**src/rtl/fft16_seq_ctrl.sv**
```systemverilog
`default_nettype none
// ============================================================================
// Module   : fft16_seq_ctrl
// Brief    : Address/strobe sequencer for an in-place 16-point radix-2 DIF FFT.
// Revision : 1.0 - initial release
// ============================================================================
module fft16_seq_ctrl #(
   parameter int BF_LAT = 2
) (
   input  logic       clk,
   input  logic       rst,
   input  logic       start,
   output logic       busy,
   output logic       done,
   output logic       rd_en,
   output logic [3:0] rd_addr_a,
   output logic [3:0] rd_addr_b,
   output logic [2:0] tw_addr,
   output logic       wr_en,
   output logic [3:0] wr_addr_a,
   output logic [3:0] wr_addr_b,
   output logic [1:0] stage
);

   localparam logic [3:0] c_drain_len = 4'(BF_LAT);

   typedef enum logic [1:0] {
      IDLE  = 2'd0,
      ISSUE = 2'd1,
      DRAIN = 2'd2,
      FIN   = 2'd3
   } state_t;

   state_t     state_q, state_d;
   logic [1:0] stage_q, stage_d;
   logic [2:0] k_q, k_d;
   logic [3:0] cnt_q, cnt_d;

   logic       rd_en_q;
   logic [3:0] rd_a_q, rd_b_q;
   logic [2:0] tw_q;

   logic       wen_sr_q [BF_LAT];
   logic [3:0] wa_sr_q  [BF_LAT];
   logic [3:0] wb_sr_q  [BF_LAT];

   // Top index: the group bits of k move up one position, the in-group bits stay.
   function automatic logic [3:0] f_addr_a(input logic [1:0] s, input logic [2:0] k);
      logic [3:0] kk;
      logic [3:0] mask;
      kk   = {1'b0, k};
      mask = (4'd8 >> s) - 4'd1;
      return ((kk & ~mask) << 1) | (kk & mask);
   endfunction

   function automatic logic [2:0] f_tw(input logic [1:0] s, input logic [2:0] k);
      logic [3:0] j;
      logic [3:0] t;
      j = {1'b0, k} & ((4'd8 >> s) - 4'd1);
      t = j << s;
      return t[2:0];
   endfunction

   always_comb begin
      state_d = state_q;
      stage_d = stage_q;
      k_d     = k_q;
      cnt_d   = cnt_q;
      case (state_q)
         IDLE: begin
            if (start) begin
               state_d = ISSUE;
               stage_d = 2'd0;
               k_d     = 3'd0;
            end
         end
         ISSUE: begin
            if (k_q == 3'd7) begin
               state_d = DRAIN;
               cnt_d   = c_drain_len;
               k_d     = 3'd0;
            end else begin
               k_d = k_q + 3'd1;
            end
         end
         DRAIN: begin
            if (cnt_q == 4'd1) begin
               if (stage_q == 2'd3) begin
                  state_d = FIN;
                  stage_d = 2'd0;
               end else begin
                  state_d = ISSUE;
                  stage_d = stage_q + 2'd1;
                  k_d     = 3'd0;
               end
            end else begin
               cnt_d = cnt_q - 4'd1;
            end
         end
         default: begin
            state_d = IDLE;
         end
      endcase
   end

   always_ff @(posedge clk or posedge rst) begin
      if (rst) begin
         state_q <= IDLE;
         stage_q <= 2'd0;
         k_q     <= 3'd0;
         cnt_q   <= 4'd0;
         rd_en_q <= 1'b0;
         rd_a_q  <= 4'd0;
         rd_b_q  <= 4'd0;
         tw_q    <= 3'd0;
      end else begin
         state_q <= state_d;
         stage_q <= stage_d;
         k_q     <= k_d;
         cnt_q   <= cnt_d;
         // Issue outputs are computed from the next state so they align with ISSUE cycles.
         rd_en_q <= (state_d == ISSUE);
         if (state_d == ISSUE) begin
            rd_a_q <= f_addr_a(stage_d, k_d);
            rd_b_q <= f_addr_a(stage_d, k_d) | (4'd8 >> stage_d);
            tw_q   <= f_tw(stage_d, k_d);
         end else begin
            rd_a_q <= 4'd0;
            rd_b_q <= 4'd0;
            tw_q   <= 3'd0;
         end
      end
   end

   always_ff @(posedge clk or posedge rst) begin
      if (rst) begin
         for (int i = 0; i < BF_LAT; i++) begin
            wen_sr_q[i] <= 1'b0;
            wa_sr_q[i]  <= 4'd0;
            wb_sr_q[i]  <= 4'd0;
         end
      end else begin
         wen_sr_q[0] <= rd_en_q;
         wa_sr_q[0]  <= rd_a_q;
         wb_sr_q[0]  <= rd_b_q;
         for (int i = 1; i < BF_LAT; i++) begin
            wen_sr_q[i] <= wen_sr_q[i-1];
            wa_sr_q[i]  <= wa_sr_q[i-1];
            wb_sr_q[i]  <= wb_sr_q[i-1];
         end
      end
   end

   assign busy      = (state_q == ISSUE) || (state_q == DRAIN);
   assign done      = (state_q == FIN);
   assign rd_en     = rd_en_q;
   assign rd_addr_a = rd_a_q;
   assign rd_addr_b = rd_b_q;
   assign tw_addr   = tw_q;
   assign wr_en     = wen_sr_q[BF_LAT-1];
   assign wr_addr_a = wa_sr_q[BF_LAT-1];
   assign wr_addr_b = wb_sr_q[BF_LAT-1];
   assign stage     = stage_q;

endmodule
`default_nettype wire

```
**config.mk**
```make
export PLATFORM = sky130hd
export DESIGN_NAME = fft16_seq_ctrl
export DESIGN_NICKNAME = d
export VERILOG_FILES = /design/src/rtl/fft16_seq_ctrl.sv
export SDC_FILE = /design/constraint.sdc
export NUM_CORES = 1
export LEC_CHECK = 0
export BUFFER_PORTS_ARGS = -buffer_cell sky130_fd_sc_hd__buf_2
export CORE_MARGIN = 8
export CORE_UTILIZATION = 40
export DETAILED_ROUTE_END_ITERATION = 8
export PLACE_DENSITY_LB_ADDON = 0.12
export SLEW_MARGIN = 10
export SYNTH_ARGS = -nofsm -noshare
export SYNTH_HDL_FRONTEND = slang
export SYNTH_SLANG_ARGS = --single-unit
```
**constraint.sdc**
```tcl
create_clock -name clk -period 5.3 [get_ports clk]
set_input_delay 0.795 -clock clk [delete_from_list [all_inputs] [get_ports clk]]
set_output_delay 0.795 -clock clk [all_outputs]
set_load 0.05 [all_outputs]
```
== Word-level counts from Yosys, hierarchy flattened ==
Cells that the tools add are included.
Operators by class
  shift-type cells: 2
  muxes and demuxes: 20
  reductions and logical operators: 4
  add/subtract/negate cells: 4
  bitwise logic cells: 5
  equal/unequal tests: 9
Operator list (count)
  $mux W4: 4
  $mux W3: 5
  $mux W2: 7
  $pmux W3 S3: 1
  $or A4 B4 Y4: 2
  $pmux W4 S2: 1
  $sub A4 B1 Y4 const B: 2
  $eq A2 B2 Y1 const B: 3
  $pmux W2 S3: 1
  $and A3 B4 Y4: 1
  $eq A2 B1 Y1 const B: 2
  $eq A4 B1 Y1 const B: 1
  $ne A2 B2 Y1 const B: 2
  $pmux W2 S2: 1
  $shl A4 B2 Y3: 1
  $shr A4 B2 Y4 const A: 1
  $add A3 B1 Y3 const B: 1
  $and A3 B3 Y3: 1
  $eq A3 B3 Y1 const B: 1
  $not A3 Y3: 1
  $reduce_and A3 Y1: 1
  $add A2 B1 Y2 const B: 1
  $logic_not A2 Y1: 1
  $reduce_bool A2 Y1: 1
  $logic_or A1 B1 Y1: 1
Storage, ports and cells
  flip-flop bits (word level): 41
  logic and storage cells: 58

== Depth between registers and ports, before layout ==
  depth in word-level cells: 11
  mapped depth: 10
  gate-level depth less buffers: 8

== Worst setup path before layout ==
Ideal clock, no wire load.
  path type: reg-to-reg
  start point: reg stage_q[0], in the netlist stage[0]
  end point: reg tw_q[1], in the netlist tw_addr[1]
  library setup time: 122 ps
  setup slack: 3022 ps
  required time: 5178 ps
  clock period less this slack: 2278 ps
  data arrival time: 2156 ps
  cell stages (with the launch flop): 7
  path buffers: 0
  cell sequence: dfrtp_1 ha_1 or4b_1 a211o_1 a22o_4 nor2_1 nor3_2
Between the ends
  elaborated cells on any way between the ends: 18
  those cells by class: add/sub (2); eq/ne (2); shift (2); mux (11); bitwise (1)
RTL lines
  from (decl): RTL line 35  | logic [1:0] stage_q, stage_d;
  from (signal assigned): RTL line 118  | stage_q <= stage_d;
  $eq A2 B2 Y1: RTL line 88  | if (stage_q == 2'd3) begin
  $mux W3: RTL line 88
  $mux W3: RTL line 87  | if (cnt_q == 4'd1) begin
  $pmux W3 S3: RTL line 69  | case (state_q)
  via k_d[1]: RTL line 36  | logic [2:0] k_q, k_d;
  $and A3 B4 Y4: RTL line 59  | j = {1'b0, k} & ((4'd8 >> s) - 4'd1);
  $shl A4 B2 Y3: RTL line 60  | t = j << s;
  $mux W3: RTL line 123  | if (state_d == ISSUE) begin
  to (signal assigned): RTL line 126  | tw_q <= f_tw(stage_d, k_d);
  to (decl): RTL line 41  | logic [2:0] tw_q;
The timed path passes the listed nets, and every way through them passes these cells.
A chain may end at the register's enable or synchronous reset.

== Worst setup path after layout ==
  start point: reg state_q[0]
  end point: reg rd_a_q[3], in the netlist rd_addr_a[3]
Between the ends
  cells in the longest elaborated chain, start to end: 8
  elaborated cells on any way between the ends: 17
  those cells by class: add/sub (1); eq/ne (3); shift (1); mux (7); bitwise (4); reduce/logical (1)
Ends and longest elaborated chain
  from (decl): RTL line 34  | state_t state_q, state_d;
  from (signal assigned): RTL line 117  | state_q <= state_d;
  $eq A2 B2 Y1 or $logic_not A2 Y1 (tied branches): RTL line 69
  $pmux W2 S2: RTL line 69
  $shr A4 B2 Y4: RTL line 52  | mask = (4'd8 >> s) - 4'd1;
  $sub A4 B1 Y4: RTL line 52
  $not A3 Y3: RTL line 53  | return ((kk & ~mask) << 1) | (kk & mask);
  $and A3 B3 Y3: RTL line 53
  $or A4 B4 Y4: RTL line 53
  $mux W4 (*): RTL line 123
  to (signal assigned): RTL line 124  | rd_a_q <= f_addr_a(stage_d, k_d);
  to (decl): RTL line 40  | logic [3:0] rd_a_q, rd_b_q;
Mark *: on every way between the ends. The rest lies on a longest branch, timed or not.

==> impl_results.md <==
- Pwr dens: between 500 and 600 mW/mm²
- Hold depth: 0
- Synthesized Nets: between 150 and 200
- Worst setup SP type: flop
- # port buffers: 27
- Status: complete, no violations
- Distinct cells, synth: 40
- DRT Pass-1 Iters: 4
- Share of layout cells above drive strength 1: 25.4%
- DRC errors left: 0
- H-tree level count: 2
- Comb pwr share: about two fifths
- CTS tree: built
- Top cell type's share of synthesized area: about three fifths
- Worst VDD drop: 0.000228 V
- Lkg Pwr: 1.02 nW
- I/O pins: 28
- Post-CTS Resized: 0
- Clk_lat worst skew: 0.28 ns
- Synth top cells by count: dfrtp_1 (41), a21oi_1 (11), nand3_1 (11), ha_1 (9)
- Hold Path End: wr_addr_b[0]$_DFF_PP0_
- Routed WL per cell: roughly 15 µm
- Setup_tns: 0 ns
- Total track usage: 10.1%
- Sw Pwr: around 500 µW
- Yosys warning total: 0
- Die W: slightly above 80 µm
- Syn Std Cell Area: around 0.0018 mm²
- Setup repair bufs after CTS: 0
- Worst flop-to-flop path endpoint: rd_addr_a[3]$_DFF_PP0_
- Vias: approximately 1,100
- Total clock sinks: between 40 and 50
- Area delta synth->final: 12.5%
- Slew @ Worst Pin: approximately 0.57 ns
- Worst EP arrival: ~2.8 ns
- Synth Register Bits: 41
- Hold_ws: approximately 0.35 ns
- Most common cell in the synthesized netlist: dfrtp_1
- Via density: about 5.1
- R2r setup slk: approximately 2.7 ns
- CTS Buffer Depth: 2
- Hold path startpoint: wb_sr_q[4]$_DFF_PP0_
- Hold_buf cts: 0
- Endpoints failing setup: 0
- Flop pwr share: 37.4%
- Switching Share: 42.9%
- Worst setup margin: approximately 2.7 ns
- Top FF cell, synth: dfrtp_1
- Vias in the first global route: around 1,100
- Sequential area share after synthesis: 58.0%
- Core Area: ~0.0043 mm²
- Total gr overflow: 0
- Reg clk slew, reported paths: around 0.080 ns
- Root Driver: clkbuf_8
- RSZ-0062 raised after global routing: no
- Top cells by area, synth: dfrtp_1 (58%), ha_1 (6.4%), buf_4 (3.4%)
- Post-synth EDFFs: 0
- Die Y: 82.5 µm
- Worst endpoint required time: 5.52 ns
- Critical path endpoint category: flop
- Final WL: approximately 3.2 mm
- Initial Util: between 40% and 50%
- DRT iter0 DRCs: 46
- Initial antenna violation count: 0
- Syn_area_per_cell: around 12 µm²
- Cell internal pwr: 680 µW
- Critical setup path kind: flop to flop
- Row count: 24
- Post-DRT Antenna Nets: 0
- Max-slew headroom: between 60 and 70%
- First-pass GRT wire length: between 5 and 6 mm
- Fin crit period: 2.59 ns
- Peak Freq: 0.387 GHz
- Yosys top cell by area: dfrtp_1
- Worst R2R Path Depth: 7
- Fin nets: between 150 and 200
- CTS buffer count: 5
- HP Class: flop to flop
- Post-Route Skew: 0.00205 ns
- Largest net degree at the start of global routing: 36
- Worst-path maximum fanout: 18
- Synth Instances: 148
- Clock power share: a little over a fifth
- Total Die Area: between 0.006 and 0.007 mm²
- N_diodes: 0
- Routability cong.: ~0.84
- Ys async rst share: between 90% and 100%
- HPWL after detailed placement: 2.41 mm
- Slew Limit Fails: 0
- Pre-CTS WS: around 2.8 ns
- Number of max-cap violations: 0
- Final worst path period share: between 40% and 50%
- Hold Vio Cnt, Final: 0
- RR Startpoint: state_q[0]$_DFF_PP0_
how the worst max path moves through the flow:
stage,depth (start not counted),from,end
floorplan,6,stage[0]$_DFF_PP0_,tw_addr[1]$_DFF_PP0_
global placement,7,state_q[0]$_DFF_PP0_,rd_addr_a[3]$_DFF_PP0_
detailed placement,7,state_q[0]$_DFF_PP0_,rd_addr_a[3]$_DFF_PP0_
CTS,7,state_q[0]$_DFF_PP0_,rd_addr_a[3]$_DFF_PP0_
global route,7,state_q[0]$_DFF_PP0_,rd_addr_a[3]$_DFF_PP0_
finish,7,state_q[0]$_DFF_PP0_,rd_addr_a[3]$_DFF_PP0_
kinds of logic (layout without fill, tap and decap cells):
| logic type | after synthesis | in the layout | synth area share (%) |
|---|---|---|---|
| buffers and inverters | 24 | 45 | 8.71 |
| and+or+nand+nor | 40 | 40 | 12.9 |
| AOI/OAI and AO/OA | 32 | 32 | 12.8 |
| DFF | 41 | 41 | 58.0 |
| adders and majority gates | 9 | 9 | 6.37 |
| muxes | 2 | 2 | 1.20 |
power by group through the flow:
stage / registers (mW) / clock network (mW) / logic, mW
floorplan: 0.559 / 0 / 0.306
global placement: 0.450 / 0 / 0.490
detailed placement: 0.452 / 0 / 0.494
CTS: 0.446 / 0.267 / 0.495
global route: 0.458 / 0.281 / 0.521
finish: 0.444 / 0.256 / 0.489
registers in the layout, summed over array words and instances (netlist names):
name and cells:
k_q 3, wb_sr_q 4, wr_addr_b 4, rd_en 1, rd_addr_a 4, stage 2, tw_addr 3, state_q 2
rd_addr_b 4, wen_sr_q 1, wa_sr_q 4, wr_addr_a 4, cnt_q 4, wr_en 1
worst max-delay path, stage by stage, from the launching register on:
cell	delay [ns]
dfrtp_1	0.42
inv_1	0.09
ha_1	0.52
or4bb_1	0.52
a221o_1	0.34
a211o_1	0.36
inv_1	0.11
and3_1	0.16
layer usage:
layer	vias to the layer above	track usage (%)	wire (µm)
met3	2	4.22	215
li1	546	-	-
met5	-	0	0
met4	0	3.16	19
met1	542	12.5	1420
met2	27	15.5	1570
cell type report:
type                    count  area (µm²)
fillers                   401        2310
repair buffers             28         143
inverters                   9        46.3
clock inverters             2        37.5
clock buffers               6        82.6
flip-flops and latches     41        1030
well taps                  52        65.1
multi-input cells          83         588
layout by cell type (no fill, tap or decap), types with 2 or more instances in the layout:
cell      instances
ha_1              9
or4b_1            2
dfrtp_1          41
buf_2            27
clkbuf_8          6
nand2_1           6
nor2_1            8
a21oi_1          11
a211o_1           2
o21ai_1           3
inv_1             7
o21ai_0           7
and3_1            3
nand3_1          11
stage by stage:
step                cells  cell area, µm²  util (%)  power (mW)
floorplan             148            1770         -       0.865
global placement      213            1870      43.5       0.940
detailed placement    213            1870      43.5       0.946
CTS                   221            1990      46.3        1.21
global route          221            1990      46.3        1.26
finish                221            1990      46.3        1.19
(Power assumes the default switching activity.)
